[config.mk]
export PLATFORM = sky130hd
export DESIGN_NAME = vx_multi_fifo_queue
export DESIGN_NICKNAME = d
export VERILOG_FILES = /design/src/rtl/vx_multi_fifo_queue.sv
export SDC_FILE = /design/constraint.sdc
export NUM_CORES = 1
export LEC_CHECK = 0
export CORE_ASPECT_RATIO = 0.9
export CORE_MARGIN = 2
export CORE_UTILIZATION = 60
export DETAILED_ROUTE_END_ITERATION = 8
export GPL_TIMING_DRIVEN = 0
export PLACE_DENSITY_LB_ADDON = 0.25
export SETUP_SLACK_MARGIN = 0.05
export SLEW_MARGIN = 20
export SYNTH_ARGS = -nofsm -noshare
export SYNTH_HDL_FRONTEND = slang
export SYNTH_SLANG_ARGS = --single-unit
[constraint.sdc]
create_clock -name clk -period 3.2 [get_ports clk]
set_input_delay 0.48 -clock clk [delete_from_list [all_inputs] [get_ports clk]]
set_output_delay 0.48 -clock clk [all_outputs]
set_load 0.03 [all_outputs]
[src/rtl/vx_multi_fifo_queue.sv]
// rtl/vx_multi_fifo_queue.sv - multi-channel FWFT FIFO, NUM_QUEUES circular queues in one shared array
// Optional error flags (overflow/underflow) enabled by macro VX_MULTI_FIFO_ERROR_EN.
module vx_multi_fifo_queue #(
   parameter int DATAW      = 8,
   parameter int SIZE       = 4,
   parameter int NUM_QUEUES = 4,
   parameter int ALM_FULL   = SIZE - 1,
   parameter int ALM_EMPTY  = 1,
   localparam int QIDW      = (NUM_QUEUES > 1) ? $clog2(NUM_QUEUES) : 1,
   localparam int SIZEW     = $clog2(SIZE + 1)
) (
   input  logic                        clk,
   input  logic                        reset,
   input  logic                        push,
   input  logic [QIDW-1:0]             push_qid,
   input  logic [DATAW-1:0]            data_in,
   input  logic                        pop,
   input  logic [QIDW-1:0]             pop_qid,
   output logic [DATAW-1:0]            data_out,
   output logic [NUM_QUEUES-1:0]       empty,
   output logic [NUM_QUEUES-1:0]       full,
   output logic [NUM_QUEUES-1:0]       alm_empty,
   output logic [NUM_QUEUES-1:0]       alm_full,
`ifdef VX_MULTI_FIFO_ERROR_EN
   output logic [NUM_QUEUES-1:0]       overflow,
   output logic [NUM_QUEUES-1:0]       underflow,
`endif
   output logic [NUM_QUEUES*SIZEW-1:0] size
);

   localparam int PTRW = $clog2(SIZE);
   localparam logic [QIDW:0]    LP_NQ   = (QIDW+1)'(NUM_QUEUES);
   localparam logic [SIZEW-1:0] LP_SIZE = SIZEW'(SIZE);
   localparam logic [SIZEW-1:0] LP_AF   = SIZEW'(ALM_FULL);
   localparam logic [SIZEW-1:0] LP_AE   = SIZEW'(ALM_EMPTY);

   logic [DATAW-1:0]      r_mem [NUM_QUEUES*SIZE];
   logic [PTRW-1:0]       r_rd_ptr [NUM_QUEUES];
   logic [PTRW-1:0]       r_wr_ptr [NUM_QUEUES];
   logic [SIZEW-1:0]      r_count [NUM_QUEUES];
   logic [SIZEW-1:0]      w_count_nxt [NUM_QUEUES];
   logic [NUM_QUEUES-1:0] r_empty;
   logic [NUM_QUEUES-1:0] r_full;
   logic [NUM_QUEUES-1:0] r_alm_empty;
   logic [NUM_QUEUES-1:0] r_alm_full;
   logic [NUM_QUEUES-1:0] w_push_hit;
   logic [NUM_QUEUES-1:0] w_pop_hit;
   logic                  w_push_qid_ok;
   logic                  w_pop_qid_ok;
   logic                  w_same_q;
   logic                  w_push_acc;
   logic                  w_pop_acc;
   logic [QIDW+PTRW-1:0]  w_waddr;
   logic [QIDW+PTRW-1:0]  w_raddr;

   // Out-of-range queue ids are dropped; a full queue still accepts a push when it is popped in the same cycle
   assign w_push_qid_ok = {1'b0, push_qid} < LP_NQ;
   assign w_pop_qid_ok  = {1'b0, pop_qid} < LP_NQ;
   assign w_same_q      = pop && (pop_qid == push_qid);
   assign w_push_acc    = push && w_push_qid_ok && (!r_full[push_qid] || w_same_q);
   assign w_pop_acc     = pop && w_pop_qid_ok && !r_empty[pop_qid];

   // SIZE is a power of two, so queue base + pointer is a plain concatenation
   assign w_waddr  = {push_qid, r_wr_ptr[push_qid]};
   assign w_raddr  = {pop_qid, r_rd_ptr[pop_qid]};
   assign data_out = r_mem[w_raddr];

   // Per-queue hit decode and next occupancy
   always_comb begin
      for (int q = 0; q < NUM_QUEUES; q++) begin
         w_push_hit[q]  = w_push_acc && (push_qid == QIDW'(q));
         w_pop_hit[q]   = w_pop_acc && (pop_qid == QIDW'(q));
         w_count_nxt[q] = r_count[q];
         if (w_push_hit[q] && !w_pop_hit[q]) begin
            w_count_nxt[q] = r_count[q] + SIZEW'(1);
         end else if (w_pop_hit[q] && !w_push_hit[q]) begin
            w_count_nxt[q] = r_count[q] - SIZEW'(1);
         end
      end
   end

   // Shared storage write; contents are deliberately not reset
   always_ff @(posedge clk) begin
      if (w_push_acc) begin
         r_mem[w_waddr] <= data_in;
      end
   end

   // Pointers, counts and flags; flags are computed from the next count so they line up with size
   always_ff @(posedge clk) begin
      if (reset) begin
         for (int q = 0; q < NUM_QUEUES; q++) begin
            r_rd_ptr[q]    <= '0;
            r_wr_ptr[q]    <= '0;
            r_count[q]     <= '0;
            r_alm_full[q]  <= (LP_AF == '0);
         end
         r_empty     <= '1;
         r_full      <= '0;
         r_alm_empty <= '1;
      end else begin
         for (int q = 0; q < NUM_QUEUES; q++) begin
            if (w_push_hit[q]) begin
               r_wr_ptr[q] <= r_wr_ptr[q] + PTRW'(1);
            end
            if (w_pop_hit[q]) begin
               r_rd_ptr[q] <= r_rd_ptr[q] + PTRW'(1);
            end
            r_count[q]     <= w_count_nxt[q];
            r_empty[q]     <= (w_count_nxt[q] == '0);
            r_full[q]      <= (w_count_nxt[q] == LP_SIZE);
            r_alm_full[q]  <= (w_count_nxt[q] >= LP_AF);
            r_alm_empty[q] <= (w_count_nxt[q] <= LP_AE);
         end
      end
   end

   // Pack per-queue occupancy onto the flat size bus
   always_comb begin
      size = '0;
      for (int q = 0; q < NUM_QUEUES; q++) begin
         size[q*SIZEW +: SIZEW] = r_count[q];
      end
   end

   assign empty     = r_empty;
   assign full      = r_full;
   assign alm_empty = r_alm_empty;
   assign alm_full  = r_alm_full;

`ifdef VX_MULTI_FIFO_ERROR_EN
   logic [NUM_QUEUES-1:0] r_overflow;
   logic [NUM_QUEUES-1:0] r_underflow;
   logic                  w_overflow_ev;
   logic                  w_underflow_ev;

   assign w_overflow_ev  = push && w_push_qid_ok && r_full[push_qid] && !w_same_q;
   assign w_underflow_ev = pop && w_pop_qid_ok && r_empty[pop_qid];

   // Sticky error bits, cleared only by reset
   always_ff @(posedge clk) begin
      if (reset) begin
         r_overflow  <= '0;
         r_underflow <= '0;
      end else begin
         if (w_overflow_ev) begin
            r_overflow[push_qid] <= 1'b1;
         end
         if (w_underflow_ev) begin
            r_underflow[pop_qid] <= 1'b1;
         end
`ifndef SYNTHESIS
         if (w_overflow_ev) begin
            $error("vx_multi_fifo_queue: push to full queue %0d", push_qid);
         end
         if (w_underflow_ev) begin
            $error("vx_multi_fifo_queue: pop of empty queue %0d", pop_qid);
         end
`endif
      end
   end

   assign overflow  = r_overflow;
   assign underflow = r_underflow;
`endif

endmodule
==> impl_metrics.env <==
export IMPL_nFillCells=695
export IMPL_synth_ff_type="edfxtp_1"
export IMPL_hold_class="register to register"
export IMPL_cp_slowest_cell="mux4_2"
export IMPL_synth_area_um2=7200
export IMPL_regArea_um2=4880
export IMPL_cts_num_sinks=172
export IMPL_status="finished clean"
export IMPL_fin_cells=678
export IMPL_numPortBuffers=49
export IMPL_crit_fanout=7
export IMPL_r2r_end="r_mem[8][0]"
export IMPL_finalMaxSlewViolations=0
export IMPL_holdPathEnd="r_count[3][2]"
export IMPL_core_um2=11600
export IMPL_setup_viol=0
export IMPL_fin_worst_skew_ns=0.00810
export IMPL_postCtsHoldBufs=0
export IMPL_worst_r2r_cell_count=3
export IMPL_die_h_um=108
export IMPL_arrival_ns=2.67
export IMPL_wirelength_mm=16.3
export IMPL_fmax_ghz=0.317
export IMPL_maxCapViolations=0
export IMPL_drc_errors=0
export IMPL_gp_congestion=0.807
export IMPL_end_kind="output port"
export IMPL_viasPerCell=6.30
export IMPL_slew_headroom_pct=38.9
export IMPL_start_util_pct=62.2
export IMPL_firstDrtPassIters=4
export IMPL_drive_gt1_share_pct=23.0
export IMPL_fin_ws_ns=0.0471
export IMPL_grt_pass1_vias=4243
export IMPL_fp_row_count=37
export IMPL_critPathLaunchType="register"
export IMPL_fin_nets=533
export IMPL_drtIter0Drc=441
export IMPL_multi_input_area_um2=2210
export IMPL_preCtsSetupSlack_ns=-0.969
export IMPL_grt_pass1_wl_mm=23.8
export IMPL_cts_buffer_depth=2
export IMPL_p_per_area_nw_per_um2=634
export IMPL_die_w_um=119
export IMPL_worst_hold_startpoint="r_count[3][2]"
export IMPL_power_leakage_uw=0.00290
export IMPL_io_pins=52
export IMPL_ctsHtreeMaxLevel=4
export IMPL_fin_total_pwr_uw=5510
export IMPL_synthCells=430
export IMPL_wire_per_inst_um=24.0
export IMPL_clockRootBuffer="clkbuf_16"
export IMPL_worstSkewPairLatency_ns=0.43
export IMPL_rsz0062_at_grt="yes"
export IMPL_synth_edf_count=144
export IMPL_tritoncts="yes"
export IMPL_numPlacedInstances=635
export IMPL_whs_path_depth=2
export IMPL_hpwl_mm=10.1
export IMPL_hold_viol_final=0
export IMPL_ir_drop_mv=0.492
export IMPL_syn_num_nets=454
export IMPL_diodes=0
export IMPL_syn_avg_cell_area_um2=16.7
export IMPL_ys_types=56
export IMPL_yosys_warnings=0
export IMPL_ys_ff_latch=172
export IMPL_rrSetupSlack_ns=0.82
export IMPL_async_flop_share_pct=0
export IMPL_ant_nets=0
export IMPL_vias=4274
export IMPL_cp_data_required_time_ns=2.72
export IMPL_worstPathCellList="mux4_2 -> buf_12 -> buf_12 -> mux4_2 -> a22oi_1 -> nand2_1 -> buf_2"
export IMPL_gr_total_overflow=0
export IMPL_crit_type="register to output port"
export IMPL_timing_hold_ws_ns=0.581
export IMPL_r2r_start="r_wr_ptr[3][0]"
export IMPL_ys_seq_area_share_pct=67.8
export IMPL_slowest_delay_ns=0.52
export IMPL_die_area_um2=12900
export IMPL_antenna_found_initial=0
export IMPL_grt_max_degree=17
export IMPL_cts_buffers_inserted=17
export IMPL_tightest_slew_ns=0.913
export IMPL_fin_crit_sh_pct=98.5
export IMPL_syn_to_final_growth_pct=20.7
export IMPL_mostFrequentLayoutCells="144 x edfxtp_1, 39 x clkdlybuf4s50_1, 31 x mux4_2, 28 x dfxtp_1, 26 x nor2_1"
export IMPL_final_common_cell="edfxtp_1"
export IMPL_grt_usage_pct=25.9
export IMPL_cts_reportedPaths_clkPinSlew_ns=0.06
export IMPL_fin_crit_ns=3.15
## final cells by class
type                       count  area share [%]
clock inverter                15            2.00
clock buffer                  17            4.89
timing repair buffer          60            7.13
tap                          156            2.25
sequential                   172            56.2
inverter                      11           0.475
multi-input combinational    227            25.4
buffer                        20            1.63
## worst max-delay path: cells and delay by family, from the launching register on
family	cells	cell delay, ns
AO/OA/AOI/OAI	1	0.20
buffers and inverters	3	0.51
flip-flops	1	0.42
multiplexers	2	1.00
AND/OR/NAND/NOR	1	0.10
## cells by family (layout without fill, tap and decap cells)
kind of cell | Yosys count | after routing | share of synthesized area, %
compound gates | 53 | 53 | 5.82
xor+xnor | 16 | 16 | 1.95
fa+ha+maj | 8 | 8 | 1.39
buf+inv | 31 | 123 | 2.05
flops | 172 | 172 | 67.8
mux | 39 | 39 | 12.1
simple gates | 111 | 111 | 8.83
## through the flow
step / utilization (%) / TNS, ns / instance area (um2)
CTS: 73.6 / 0 / 8520
finish: 75.1 / 0 / 8690
floorplan: - / 0 / 7200
detailed placement: 68.1 / -7.35 / 7890
global route: 75.1 / 0 / 8690
global placement: 68.1 / -7.04 / 7890
## layer usage
metal / GRT usage [%] / vias to the layer above / share of wire (%)
li1: - / 1873 / -
met1: 36.4 / 2163 / 42
met2: 38.7 / 215 / 48
met3: 7.26 / 23 / 8.3
met4: 10.7 / 0 / 1.7
met5: 0 / - / 0
## state kept, by name, indices dropped and copies added (netlist names)
register	count
empty	4
full	4
r_rd_ptr	8
r_mem	128
r_wr_ptr	8
alm_empty	4
alm_full	4
r_count	12
## power by group
part           switching (uW)  internal [uW]  total [uW]  leakage (uW)
clock                     857           1220        2080      0.000265
sequential               72.0           2520        2590       0.00155
combinational             474            364         838       0.00108
## cell usage after synthesis, types with 3 or more instances
| master | instances | area share, % |
|---|---|---|
| nor4b_1 | 3 | 0.37 |
| nand3_1 | 3 | 0.21 |
| nor3_1 | 21 | 1.5 |
| edfxtp_1 | 144 | 60 |
| o21a_1 | 3 | 0.31 |
| a211oi_1 | 4 | 0.42 |
| mux4_1 | 8 | 2.9 |
| mux4_2 | 28 | 8.8 |
| buf_2 | 3 | 0.21 |
| and2_1 | 3 | 0.26 |
| dfxtp_1 | 28 | 7.8 |
| clkbuf_1 | 8 | 0.42 |
| inv_1 | 11 | 0.57 |
| nor3b_1 | 4 | 0.42 |
| o21bai_1 | 3 | 0.31 |
| nor4_1 | 4 | 0.35 |
| buf_6 | 3 | 0.47 |
| buf_1 | 4 | 0.21 |
| nor2b_1 | 5 | 0.43 |
| xnor2_1 | 13 | 1.6 |
| ha_1 | 8 | 1.4 |
| nand2_1 | 20 | 1.0 |
| or2_2 | 3 | 0.26 |
| nor2_1 | 26 | 1.4 |
| a21o_1 | 6 | 0.63 |
| o21ai_0 | 6 | 0.42 |
| xor2_1 | 3 | 0.37 |
| nand3b_1 | 3 | 0.31 |
| a22oi_1 | 17 | 1.8 |
| nor3_2 | 3 | 0.42 |
## what timing repair did
| item | CTS | global route |
|---|---|---|
| cloned | 0 | 3 |
| setup buffers | 4 | 4 |
| hold endpoints to repair | 0 | 0 |
| pin swaps | 0 | 7 |
| setup endpoints to repair | 8 | 7 |
| gates resized for setup | 59 | 20 |
## worst max-delay path by stage
stage,startpoint,end,slack [ns]
after detailed placement,pop_qid[1],data_out[7],-0.97
after CTS,r_rd_ptr[0][0],data_out[5],0.05
final,r_rd_ptr[2][0],data_out[2],0.05
after global placement,pop_qid[1],data_out[5],-0.92
after global routing,r_rd_ptr[2][0],data_out[5],0.01
after floorplan,pop_qid[0],data_out[0],0.68
Note: power is estimated with default switching activity, not from simulation.
